==> src/rtl/rep_sequencer_if.sv <==
// Upstream/execute handshake bundle for the REP string-op issue controller.
// The master side is whoever owns the upstream latch and execute stall; the
// slave side is the sequencer itself.
interface rep_sequencer_if #(
   parameter int CNT_W = 32
);
   // upstream latch and execute-side inputs
   logic             valid_in;
   logic             is_rep_in;
   logic [CNT_W-1:0] ecx_in;
   logic             stall_in;
   logic             ie_pending;
   logic             flush;

   // issue / write-back outputs
   logic             issue_valid;
   logic             stall_up;
   logic [CNT_W-1:0] ecx_out;
   logic             ecx_wb;
   logic             last_iter;
   logic             rep_skip;
   logic             ie_ack;
   logic             rep_busy;

   modport master (
      output valid_in, is_rep_in, ecx_in, stall_in, ie_pending, flush,
      input  issue_valid, stall_up, ecx_out, ecx_wb, last_iter, rep_skip,
             ie_ack, rep_busy
   );

   modport slave (
      input  valid_in, is_rep_in, ecx_in, stall_in, ie_pending, flush,
      output issue_valid, stall_up, ecx_out, ecx_wb, last_iter, rep_skip,
             ie_ack, rep_busy
   );
endinterface

==> src/rtl/rep_sequencer.sv <==
// REP string-op issue controller: holds a REP instruction in the upstream
// latch and replays it into execute once per iteration, writing back the
// decremented ECX each time and opening an interrupt window between
// iterations. Non-REP instructions pass through combinationally.
module rep_sequencer #(
   parameter int CNT_W = 32
) (
   input  logic              clk,
   input  logic              rst,   // asynchronous, active-low
   rep_sequencer_if.slave    bus
);

   typedef enum logic {
      IDLE = 1'b0,
      ITER = 1'b1
   } state_t;

   state_t           state_q, state_d;
   logic [CNT_W-1:0] count_q, count_d;
   logic             ie_ack_q, ie_ack_d;
   logic             is_last;

   assign is_last = (count_q == CNT_W'(1));

   // Next-state and combinational issue outputs; flush overrides everything.
   always_comb begin
      state_d         = state_q;
      count_d         = count_q;
      ie_ack_d        = 1'b0;
      bus.issue_valid = 1'b0;
      bus.stall_up    = 1'b0;
      bus.ecx_out     = '0;
      bus.ecx_wb      = 1'b0;
      bus.last_iter   = 1'b0;
      bus.rep_skip    = 1'b0;

      if (bus.flush) begin
         state_d = IDLE;
      end else begin
         case (state_q)
            IDLE: begin
               if (bus.valid_in && !bus.is_rep_in) begin
                  bus.issue_valid = 1'b1;
               end else if (bus.valid_in && !ie_ack_q) begin
                  // While ie_ack is up the suspended REP still sits in the
                  // latch awaiting the interrupt redirect; it must not be
                  // restarted, so it is neither loaded nor held.
                  if (bus.stall_in) begin
                     bus.stall_up = 1'b1;
                  end else if (bus.ecx_in == '0) begin
                     bus.rep_skip = 1'b1;
                  end else begin
                     bus.stall_up = 1'b1;
                     count_d      = bus.ecx_in;
                     state_d      = ITER;
                  end
               end
            end
            ITER: begin
               bus.issue_valid = 1'b1;
               bus.ecx_out     = count_q - CNT_W'(1);
               bus.last_iter   = is_last;
               bus.ecx_wb      = !bus.stall_in;
               bus.stall_up    = 1'b1;
               if (!bus.stall_in) begin
                  count_d = count_q - CNT_W'(1);
                  if (is_last) begin
                     state_d      = IDLE;
                     bus.stall_up = 1'b0;
                  end else if (bus.ie_pending) begin
                     state_d  = IDLE;
                     ie_ack_d = 1'b1;
                  end
               end
            end
            default: state_d = IDLE;
         endcase
      end
   end

   // State, iteration count and registered interrupt acknowledge.
   always_ff @(posedge clk or negedge rst) begin
      if (!rst) begin
         state_q  <= IDLE;
         count_q  <= '0;
         ie_ack_q <= 1'b0;
      end else begin
         state_q  <= state_d;
         count_q  <= count_d;
         ie_ack_q <= ie_ack_d;
      end
   end

   assign bus.ie_ack   = ie_ack_q;
   assign bus.rep_busy = (state_q != IDLE);

endmodule

==> src/flat_wrapper.sv <==
// flat-port wrapper written by rule: the top's interface ports become plain ports
module rep_sequencer_flat 
#(
   parameter int CNT_W = 32
)
  (clk, rst, bus_valid_in, bus_is_rep_in, bus_ecx_in, bus_stall_in, bus_ie_pending, bus_flush, bus_issue_valid, bus_stall_up, bus_ecx_out, bus_ecx_wb, bus_last_iter, bus_rep_skip, bus_ie_ack, bus_rep_busy);
  rep_sequencer_if #(.CNT_W(CNT_W)) bus_i ();
  input  logic clk;
  input  logic rst;
  input wire logic [$bits(bus_i.valid_in)-1:0] bus_valid_in;
  input wire logic [$bits(bus_i.is_rep_in)-1:0] bus_is_rep_in;
  input wire logic [$bits(bus_i.ecx_in)-1:0] bus_ecx_in;
  input wire logic [$bits(bus_i.stall_in)-1:0] bus_stall_in;
  input wire logic [$bits(bus_i.ie_pending)-1:0] bus_ie_pending;
  input wire logic [$bits(bus_i.flush)-1:0] bus_flush;
  output wire logic [$bits(bus_i.issue_valid)-1:0] bus_issue_valid;
  output wire logic [$bits(bus_i.stall_up)-1:0] bus_stall_up;
  output wire logic [$bits(bus_i.ecx_out)-1:0] bus_ecx_out;
  output wire logic [$bits(bus_i.ecx_wb)-1:0] bus_ecx_wb;
  output wire logic [$bits(bus_i.last_iter)-1:0] bus_last_iter;
  output wire logic [$bits(bus_i.rep_skip)-1:0] bus_rep_skip;
  output wire logic [$bits(bus_i.ie_ack)-1:0] bus_ie_ack;
  output wire logic [$bits(bus_i.rep_busy)-1:0] bus_rep_busy;
  assign bus_i.valid_in = bus_valid_in;
  assign bus_i.is_rep_in = bus_is_rep_in;
  assign bus_i.ecx_in = bus_ecx_in;
  assign bus_i.stall_in = bus_stall_in;
  assign bus_i.ie_pending = bus_ie_pending;
  assign bus_i.flush = bus_flush;
  assign bus_issue_valid = bus_i.issue_valid;
  assign bus_stall_up = bus_i.stall_up;
  assign bus_ecx_out = bus_i.ecx_out;
  assign bus_ecx_wb = bus_i.ecx_wb;
  assign bus_last_iter = bus_i.last_iter;
  assign bus_rep_skip = bus_i.rep_skip;
  assign bus_ie_ack = bus_i.ie_ack;
  assign bus_rep_busy = bus_i.rep_busy;
  rep_sequencer #(.CNT_W(CNT_W)) u_core (.clk(clk), .rst(rst), .bus(bus_i));
endmodule
==> config.mk <==
export PLATFORM = sky130hd
export DESIGN_NAME = rep_sequencer_flat
export DESIGN_NICKNAME = d
export VERILOG_FILES = /design/src/rtl/rep_sequencer_if.sv /design/src/rtl/rep_sequencer.sv /design/src/flat_wrapper.sv
export SDC_FILE = /design/constraint.sdc
export NUM_CORES = 1
export LEC_CHECK = 0
export BUFFER_PORTS_ARGS = -buffer_cell sky130_fd_sc_hd__buf_2
export CORE_MARGIN = 1
export CORE_UTILIZATION = 45
export DETAILED_ROUTE_END_ITERATION = 16
export PLACE_DENSITY = 0.7
export SLEW_MARGIN = 20
export SYNTH_ARGS = -nofsm -noshare
export SYNTH_HDL_FRONTEND = slang
export SYNTH_SLANG_ARGS = --single-unit
export TNS_END_PERCENT = 1
==> constraint.sdc <==
create_clock -name clk -period 2.7 [get_ports clk]
set_clock_uncertainty 0.05 [all_clocks]
set_input_delay 0.54 -clock clk [delete_from_list [all_inputs] [get_ports clk]]
set_output_delay 0.54 -clock clk [all_outputs]
set_load 0.01 [all_outputs]
==> reports/metrics.cfg <==
[run_status]
status = finished with violations
violations = negative setup slack

[logic_synthesis]
synth-seq-cells = 34
syn_nets = 414
synth_simple_gate_area_share_pct = 30.3
syn-instance-count = 373
synthFlopType = dfrtp_1
ys_seq_area_share_pct = 29.3
synth_top_cell_area_share_pct = 29.3
synth_area_leaders = dfrtp_1, nor2_1, nor4_1
async_flop_share_pct = 100
yosysWarningCount = 0
netlist_area_sq_um = 2900
synth_top_cell_by_area = dfrtp_1
synth_edf_count = 0
synth_top_family_by_area = simple AND/OR/NAND/NOR gates
muxShareOfSynthArea_pct = 2.80
syn_area_per_cell_sq_um = 7.78
synth_compound_area_share_pct = 24.3
synthAdderAreaFrac_pct = 0.862
synth-xor-area-share_pct = 6.64
synthDistinctLibCells = 57

[power]
power_mw = 2.27
p_int_mw = 1.40
p_leak_nw = 1.65
p_seq_share_pct = 34.8
power.density_nw_per_um2 = 582
p_sw_share_pct = 38.4
comb_power_share_pct = 44.6
power_frac_clock_pct = 20.6
max-vdd-ir-drop_mv = 0.317
p_switching_uw = 872

[hold_path]
min_path_type = in -> async

[clock_network]
clk_latency_ns = 0.29
htreeDepth = 2
numCtsBuffers = 5
cts-root-buf = clkbuf_8
clk_path_buf_depth = 2
cts_tree = built
cts_hold_buffers = 0
cts_sinks = 34
clk_pin_slew_worst_paths_ns = 0.07

[global_route]
grt_max_degree = 40
grt_first_pass_wirelength_microns = 15400
grtUsageTotal_pct = 30.5
first_global_vias = 3155
grt_overflow = 0
antenna_found_initial = 0

[floorplanning]
ios = 78
start_util_pct = 47.9
die_w_microns = 82.3
die_height_microns = 82.3
core.rowCount = 28
core_area_sq_um = 6060
dieArea_sq_um = 6780

[drt]
first_pass_iters = 5
viasPerCell = 6.17
totalWireLength_microns = 9860
drt_iter0_markers = 310
drc = 0
antenna_left = 0
wl_per_cell_microns = 17.9
vias = 3406

[timing]
period_share_pct = 110
fin_tns_setup_ns = -2.33
setup_ws_ns = -0.275
max_freq_ghz = 0.336
hold_violations = 0
worst_pin_slew_ns = 0.815
finalCriticalPeriod_ns = 2.97
slew-limit-headroom_pct = 45.7
rsz0062_at_grt = yes
finalMaxSlewViolations = 0
hold_slack_ns = 0.282
setup_violations = 20

[placement]
dp_hpwl_microns = 7080
pre_cts_slack_ns = 0.0134
place.gp.congestion = 0.879
port_buffers = 77
placed_area_sq_um = 3630

[worst_setup_path]
crit_fanout = 3
start_kind = flip-flop
worstReg2RegEnd = u_core.count_q[13]$_DFFE_PN0P_
required_ns = 2.11
r2r_cells = 5
worst-r2r-setup-slack_ns = 0.43
timing.rr.start = u_core.count_q[3]$_DFFE_PN0P_
cp-end-kind = output port
crit_type = reg -> out
crit_arrival_ns = 2.38
crit_path_start = u_core.count_q[3]$_DFFE_PN0P_

[layout]
postLayoutCellArea_sq_um = 3900
area_growth_pct = 34.4
num-fill-cells = 553
drive_above_1_share_pct = 36.5
diodes = 0
layout.nets = 517

[run]
drv_cap = 0

[cell usage in the layout (no fill, tap or decap), types with 9 or more instances in the layout]
cell type  Yosys  routed
a21oi_1       18      18
buf_2          6      77
buf_4          0      47
dfrtp_1       34      33
inv_1          9       9
nand2_1       30      30
nor2_1        51      48
nor3_1        14      10
nor4_1        22      15
o21ai_0       17      14
xnor2_1       15      15
[synthesized netlist by cell type, types with 3 or more instances]
library cell   n
a21boi_0       4
a21oi_1       18
a221oi_1       4
a22oi_1        4
a2bb2oi_1      3
a31oi_1        6
buf_2          6
clkbuf_1      23
dfrtp_1       34
inv_1          9
mux2i_1        7
nand2_1       30
nand2b_1       6
nand3_1        5
nand3b_1       3
nor2_1        51
nor2b_1        3
nor3_1        14
nor4_1        22
o211ai_1       5
o21ai_0       17
o22a_1         3
o22ai_1        7
o2bb2ai_1      4
o311ai_0       6
o31a_1         3
o31ai_1        3
or2_2          4
or3_1          7
or4_1          4
or4_4          3
xnor2_1       15
xor2_1         7
[stage by stage]
stage	util, %	instances
2_1_floorplan	-	373
3_3_place_gp	60.0	543
3_5_place_dp	60.0	543
4_1_cts	63.1	552
5_1_grt	64.3	552
6_report	64.3	552
[state kept, by name, summed over array words and instances, names as in the netlist]
name and flops:
u_core.bus.ie_ack 1, u_core.bus.rep_busy 1, u_core.count_q 32
[final cells by class]
cell class	count	area (sq um)	area share [%]
Clock buffer	5	68.8	1.76
Clock inverter	3	40.0	1.03
Inverter	9	33.8	0.866
Multi-Input combinational cell	298	2020	51.8
Sequential cell	34	852	21.8
Tap cell	75	93.8	2.41
Timing Repair Buffer	128	792	20.3
[logic make-up (layout without fill, tap and decap cells)]
family,Yosys count,count (layout)
XOR/XNOR,22,22
adder cells (fa/ha/maj),2,2
multiplexers,8,8
AND/OR/NAND/NOR,165,165
flip-flops,34,34
buffers and inverters,41,145
AO/OA/AOI/OAI,101,101
[timing repair]
| item | CTS | global route |
|---|---|---|
| resized for setup | 15 | 19 |
| gates cloned | 0 | 0 |
| pin swaps | 1 | 1 |
| setup buffers | 1 | 0 |
| endpoints found under the setup margin | 23 | 26 |
[power groups by stage]
stage	logic (mW)	registers (mW)	clock network, mW
2_1_floorplan	0.544	0.786	0
3_3_place_gp	0.926	0.772	0
3_5_place_dp	0.941	0.781	0
4_1_cts	0.969	0.776	0.476
5_1_grt	1.10	0.801	0.497
6_report	1.01	0.789	0.469
[routing by layer]
metal,vias to the layer above,wire length (microns),track usage (%)
met1,1646,4240,39.3
li1,1595,-,-
met3,15,632,4.62
met4,0,170,10.7
met5,-,0,0
met2,150,4820,51.7
[worst max path at each step]
stage / to / slack, ns
floorplan: bus_ecx_out[13] / 0.03
global placement: bus_ecx_out[13] / 0.03
detailed placement: bus_ecx_out[13] / 0.01
CTS: bus_ecx_out[13] / -0.27
global route: bus_ecx_out[17] / -0.36
finish: bus_ecx_out[13] / -0.27
[critical path, cell delays in order, from the launching register on]
cell	delay [ns]
dfrtp_1	0.38
or4_4	0.54
or4_4	0.44
or3_4	0.36
xor2_1	0.15
nor2_1	0.09
buf_2	0.13
(Power assumes the default switching activity.)
